## src/rtl/i2c_target_regs.sv

```systemverilog
// I2C target exposing a host register bank: 7-bit address match, pointer write, auto-incrementing data writes/reads.
// Bus events lag the pins by SYNC_STAGES+1 clk_in (+FILT_CYCLES when I2C_GLITCH_FILT_EN is defined); never stretches SCL.
module i2c_target_regs #(
  parameter logic [6:0] TARGET_ADDR = 7'h29,
  parameter int         SYNC_STAGES = 2,
  parameter int         FILT_CYCLES = 4
) (
  input  logic       clk_in,
  input  logic       reset_in,
  input  logic       scl_in,
  input  logic       sda_in,
  output logic       sda_oe_out,
  output logic [7:0] reg_addr_out,
  input  logic [7:0] reg_rdata_in,
  output logic       reg_wr_out,
  output logic [7:0] reg_wdata_out,
  output logic       busy_out
);

  typedef enum logic [3:0] {
    IDLE, ADDR, ADDR_ACK, PTR, PTR_ACK, WRITE, WRITE_ACK, READ, MACK, IGNORE
  } state_t;

  if (SYNC_STAGES < 2 || FILT_CYCLES < 2) begin : g_bad_cfg
    $error("i2c_target_regs: SYNC_STAGES and FILT_CYCLES must both be at least 2");
  end

  logic [SYNC_STAGES-1:0] scl_sync, sda_sync;
  logic scl, sda, scl_q, sda_q;
  logic scl_rise, scl_fall, start_det, stop_det;

  always_ff @(posedge clk_in) begin
    if (!reset_in) begin
      scl_sync <= '1;
      sda_sync <= '1;
    end else begin
      scl_sync <= {scl_sync[SYNC_STAGES-2:0], scl_in};
      sda_sync <= {sda_sync[SYNC_STAGES-2:0], sda_in};
    end
  end

`ifdef I2C_GLITCH_FILT_EN
  localparam int CW = $clog2(FILT_CYCLES + 1);
  logic [1:0]    raw, filt;
  logic [CW-1:0] filt_cnt [2];

  assign raw = {scl_sync[SYNC_STAGES-1], sda_sync[SYNC_STAGES-1]};

  // A line only changes once the new level has held for FILT_CYCLES samples.
  always_ff @(posedge clk_in) begin
    for (int i = 0; i < 2; i++) begin
      if (!reset_in) begin
        filt[i]     <= 1'b1;
        filt_cnt[i] <= '0;
      end else if (raw[i] == filt[i]) begin
        filt_cnt[i] <= '0;
      end else if (filt_cnt[i] == CW'(FILT_CYCLES - 1)) begin
        filt[i]     <= raw[i];
        filt_cnt[i] <= '0;
      end else begin
        filt_cnt[i] <= filt_cnt[i] + 1'b1;
      end
    end
  end

  assign scl = filt[1];
  assign sda = filt[0];
`else
  assign scl = scl_sync[SYNC_STAGES-1];
  assign sda = sda_sync[SYNC_STAGES-1];
`endif

  always_ff @(posedge clk_in) begin
    if (!reset_in) begin
      scl_q <= 1'b1;
      sda_q <= 1'b1;
    end else begin
      scl_q <= scl;
      sda_q <= sda;
    end
  end

  assign scl_rise  = scl & ~scl_q;
  assign scl_fall  = ~scl & scl_q;
  assign start_det = scl & scl_q & sda_q & ~sda;
  assign stop_det  = scl & scl_q & ~sda_q & sda;

  state_t     state, state_nxt;
  logic [3:0] cnt, cnt_nxt;
  logic [7:0] shift, shift_nxt, byte_in;
  logic       rw, rw_nxt;
  logic       sda_oe_nxt, wr_nxt, busy_nxt;
  logic [7:0] addr_nxt, wdata_nxt;

  assign byte_in = {shift[6:0], sda};

  always_ff @(posedge clk_in) begin
    if (!reset_in) begin
      state         <= IDLE;
      cnt           <= '0;
      shift         <= '0;
      rw            <= 1'b0;
      sda_oe_out    <= 1'b0;
      reg_addr_out  <= '0;
      reg_wr_out    <= 1'b0;
      reg_wdata_out <= '0;
      busy_out      <= 1'b0;
    end else begin
      state         <= state_nxt;
      cnt           <= cnt_nxt;
      shift         <= shift_nxt;
      rw            <= rw_nxt;
      sda_oe_out    <= sda_oe_nxt;
      reg_addr_out  <= addr_nxt;
      reg_wr_out    <= wr_nxt;
      reg_wdata_out <= wdata_nxt;
      busy_out      <= busy_nxt;
    end
  end

  always_comb begin
    state_nxt  = state;
    cnt_nxt    = cnt;
    shift_nxt  = shift;
    rw_nxt     = rw;
    sda_oe_nxt = sda_oe_out;
    addr_nxt   = reg_wr_out ? reg_addr_out + 8'd1 : reg_addr_out;
    wr_nxt     = 1'b0;
    wdata_nxt  = reg_wdata_out;
    busy_nxt   = busy_out;
    if (start_det) begin
      state_nxt  = ADDR;
      cnt_nxt    = '0;
      sda_oe_nxt = 1'b0;
    end else if (stop_det) begin
      state_nxt  = IDLE;
      sda_oe_nxt = 1'b0;
      busy_nxt   = 1'b0;
    end else begin
      case (state)
        ADDR, PTR, WRITE: begin
          if (scl_rise) begin
            shift_nxt = byte_in;
            cnt_nxt   = cnt + 4'd1;
            if (cnt == 4'd7) begin
              cnt_nxt = '0;
              if (state == ADDR) begin
                if (byte_in[7:1] == TARGET_ADDR && TARGET_ADDR != 7'd0) begin
                  state_nxt = ADDR_ACK;
                  busy_nxt  = 1'b1;
                  rw_nxt    = byte_in[0];
                end else begin
                  state_nxt = IGNORE;
                  busy_nxt  = 1'b0;
                end
              end else if (state == PTR) begin
                addr_nxt  = byte_in;
                state_nxt = PTR_ACK;
              end else begin
                wr_nxt    = 1'b1;
                wdata_nxt = byte_in;
                state_nxt = WRITE_ACK;
              end
            end
          end
        end
        ADDR_ACK, PTR_ACK, WRITE_ACK: begin
          // First fall starts driving the ACK, the second one ends it.
          if (scl_fall) begin
            if (!sda_oe_out) begin
              sda_oe_nxt = 1'b1;
            end else begin
              cnt_nxt = '0;
              if (state == ADDR_ACK && rw) begin
                shift_nxt  = reg_rdata_in;
                sda_oe_nxt = ~reg_rdata_in[7];
                state_nxt  = READ;
              end else begin
                sda_oe_nxt = 1'b0;
                state_nxt  = (state == ADDR_ACK) ? PTR : WRITE;
              end
            end
          end
        end
        READ: begin
          if (scl_rise) cnt_nxt = cnt + 4'd1;
          if (scl_fall) begin
            if (cnt == 4'd8) begin
              sda_oe_nxt = 1'b0;
              cnt_nxt    = '0;
              state_nxt  = MACK;
            end else begin
              shift_nxt  = {shift[6:0], 1'b0};
              sda_oe_nxt = ~shift[6];
            end
          end
        end
        MACK: begin
          if (scl_rise) begin
            if (!sda) begin
              addr_nxt = reg_addr_out + 8'd1;
              cnt_nxt  = 4'd1;
            end else begin
              state_nxt = IGNORE;
              busy_nxt  = 1'b0;
            end
          end else if (scl_fall && cnt == 4'd1) begin
            shift_nxt  = reg_rdata_in;
            sda_oe_nxt = ~reg_rdata_in[7];
            cnt_nxt    = '0;
            state_nxt  = READ;
          end
        end
        IDLE, IGNORE: ;
        default: state_nxt = IDLE;
      endcase
    end
  end

endmodule

```

## config.mk

```make
export PLATFORM = sky130hd
export DESIGN_NAME = i2c_target_regs
export DESIGN_NICKNAME = d
export VERILOG_FILES = /design/src/rtl/i2c_target_regs.sv
export SDC_FILE = /design/constraint.sdc
export NUM_CORES = 1
export LEC_CHECK = 0
export ABC_AREA = 0
export CELL_PAD_IN_SITES_DETAIL_PLACEMENT = 1
export CELL_PAD_IN_SITES_GLOBAL_PLACEMENT = 1
export CORE_MARGIN = 8
export CORE_UTILIZATION = 42
export DETAILED_ROUTE_END_ITERATION = 6
export PLACE_DENSITY_LB_ADDON = 0.1
export SLEW_MARGIN = 20
export SYNTH_ARGS = -nofsm -noshare
export SYNTH_HDL_FRONTEND = slang
export SYNTH_SLANG_ARGS = --single-unit
```

## constraint.sdc

```tcl
create_clock -name clk_in -period 2.15 [get_ports clk_in]
set_clock_uncertainty 0.1 [all_clocks]
set_input_delay 0.43 -clock clk_in [delete_from_list [all_inputs] [get_ports clk_in]]
set_output_delay 0.43 -clock clk_in [all_outputs]
set_load 0.1 [all_outputs]
```

==> reports/metrics.yaml <==
swShare_pct: 27.4
synth_top_area_share_pct: 33.2
critPathLaunchType: "flip-flop"
min_period_ps: 2050
critical_path_class: "reg -> reg"
finalPower_uw: 1700
dieArea_mm2: 0.00859
synth.avg_cell_area_um2: 8.37
met1_length_um: 3570
synthArstFlopShare_pct: 0
coreArea_mm2: 0.00582
switchingPower_uw: 467
fin_crit_sh_pct: 95.3
cts_max_level: 2
final_nets: 359
cts_buffer_depth: 2
die_h_um: 92.7
fmax_mhz: 488
seqPwrFrac_pct: 46.9
yosys_most_used_dff: "dfxtp_1"
max-slew-margin-rel_pct: 66.8
finalSetupViolations: 0
clockPowerShare_pct: 38.3
postSynthCellCount: 295
min_from: "sda_sync[0]"
synth.cell_area_mm2: 0.00247
slew_viol_final: 0
synthesis.nets: 311
place_inst: 410
port-buffer-count: 30
initial_utilization_pct: 42.4
grt_max_degree: 15
grtUsageTotal_pct: 18.6
final_cells: 419
first_iter_violations: 133
grt_pass1_vias: 2506
clk_root_buffer_cell: "clkbuf_8"
yosysTopAreaCell: "dfxtp_1"
layout_commonest_cell: "buf_4"
p_int_uw: 1240
num-fill-cells: 716
cts_sinks: 41
clk_latency_ps: 300
power_density_mw_per_mm2: 536
diodes: 0
wl_met2_um: 3880
place_congestion: 0.912
cts.clk_slew.worst_paths_ps: 90
ios: 31
numCtsBuffers: 5
synthTopCellsByArea: "dfxtp_1 33%, mux2i_1 7.7%, nor2_1 4.7%"
grt_pass1_wl_um: 12700
synth_cell_type_count: 61
power_frac_comb_pct: 14.8
detail_route.wl_per_cell_um: 18.9
maxCapViolations: 0
fin_hold_ws_ps: 314
vias_per_cell: 5.80
r2r_slack_ps: 100
power_leakage_uw: 0.00114
path_max_fanout: 5
run_status: "finished, final reports clean"
r2r_end: "state[3]"
die_w_um: 92.7
antenna_left: 0
finalWorstSetupSlack_ps: 102
wirelength_um: 7940
cts_tree: "done"
hold_path_depth: 1
routed-via-count: 2429
peakVddDrop_mv: 0.347
whs_endpoint: "sda_sync[1]"
antenna_found_initial: 0
drc: 0
ys_ff_latch: 41
dr.pass1.iters: 4
topRoutingLayerUsed: "met4"
reg2reg_from: "cnt[0]"
synth-edff-count: 0
wl_met3_um: 234
hold_violations: 0
hold_path.class: "reg -> reg"
area_growth_pct: 28.8
critPathCaptureType: "flip-flop"
dp_hpwl_um: 5890
cp.arrival_ps: 2150
mostFrequentLayoutCells: "40 x buf_4, 32 x dfxtp_1, 30 x nor2_1"
reg2reg_depth: 7
worst_pin_slew_ps: 497
overflow: 0
pre_cts_ws_ps: -9.26
cp.required_ps: 2260
rows: 28
yosysSeqAreaShare_pct: 33.2
drive_gt1_share_pct: 23.5
yosysWarnings: 0
[synth_stat cells, types with 5 or more instances]
cell type,count
mux2i_1,19
buf_2,5
a311oi_1,7
nor2_1,31
dfxtp_1,41
xnor2_1,5
a21oi_1,15
o21ai_0,14
xor2_1,10
o22ai_1,5
nand2_1,20
inv_1,7
nand2b_1,10
clkbuf_1,8
nor3_1,6
a22oi_1,5
nand4_1,7
nand3_1,13
[critical path: stages, from the launching register on]
cell,delay [ps]
dfxtp_2,370
ha_1,200
nand3b_1,160
or3_1,420
nand4_1,190
and3_4,250
nor2_1,50
a311oi_1,210
[through the flow]
step                util, %  TNS, ps  instance area (µm²)
floorplan                 -        0                 2470
global placement       51.8        0                 3010
detailed placement     51.8    -13.9                 3010
CTS                    53.9        0                 3140
global route           54.7    -27.0                 3180
finish                 54.7        0                 3180
[flip-flops by register name, indices dropped and copies added (netlist names)]
register / flops
reg_addr_out: 8
sda_oe_out: 1
scl_sync: 2
busy_out: 1
scl_q: 1
cnt: 4
rw: 1
reg_wr_out: 1
shift: 7
sda_sync: 2
state: 4
reg_wdata_out: 8
sda_q: 1
[power groups by stage]
stage               sequential (µW)  clock, µW  combinational (µW)
global placement                817          0                 231
floorplan                       807          0                 150
detailed placement              818          0                 234
global route                    803        687                 274
CTS                             800        660                 239
finish                          800        652                 252
[how the worst max path moves through the flow]
stage	start	to	slack, ps
2_1_floorplan	reg_addr_out[3]	reg_addr_out[4]	20
3_3_place_gp	state[2]	cnt[3]	20
3_5_place_dp	state[2]	cnt[3]	-9
4_1_cts	cnt[0]	state[3]	4
5_1_grt	cnt[0]	state[3]	-30
6_report	cnt[0]	state[3]	100
[routing by layer]
layer	track usage [%]	up-vias
met5	0	-
met4	7.11	0
met3	3.07	20
met2	32.2	52
met1	22.4	1181
li1	-	1176
[what timing repair did]
action,CTS,global route
hold buffers,0,0
pin swaps,0,2
gates resized for setup,3,11
buffers inserted,0,1
setup endpoints to repair,11,26
[logic make-up after synthesis]
logic type | share of synthesized area, %
buf+inv | 5.12
xor+xnor | 5.32
simple gates | 26.6
fa+ha+maj | 2.48
flops | 33.2
compound gates | 19.6
mux | 7.70
[cell type report]
class,count,area [µm²],area share (%)
repair buffers,59,562,17.7
clock buffers,5,68.8,2.16
flip-flops and latches,41,832,26.2
clock inverters,3,46.3,1.46
multi-input cells,228,1550,48.6
well taps,75,93.8,2.95
inverters,8,30.0,0.945
Power figures use the tool's default switching activity.
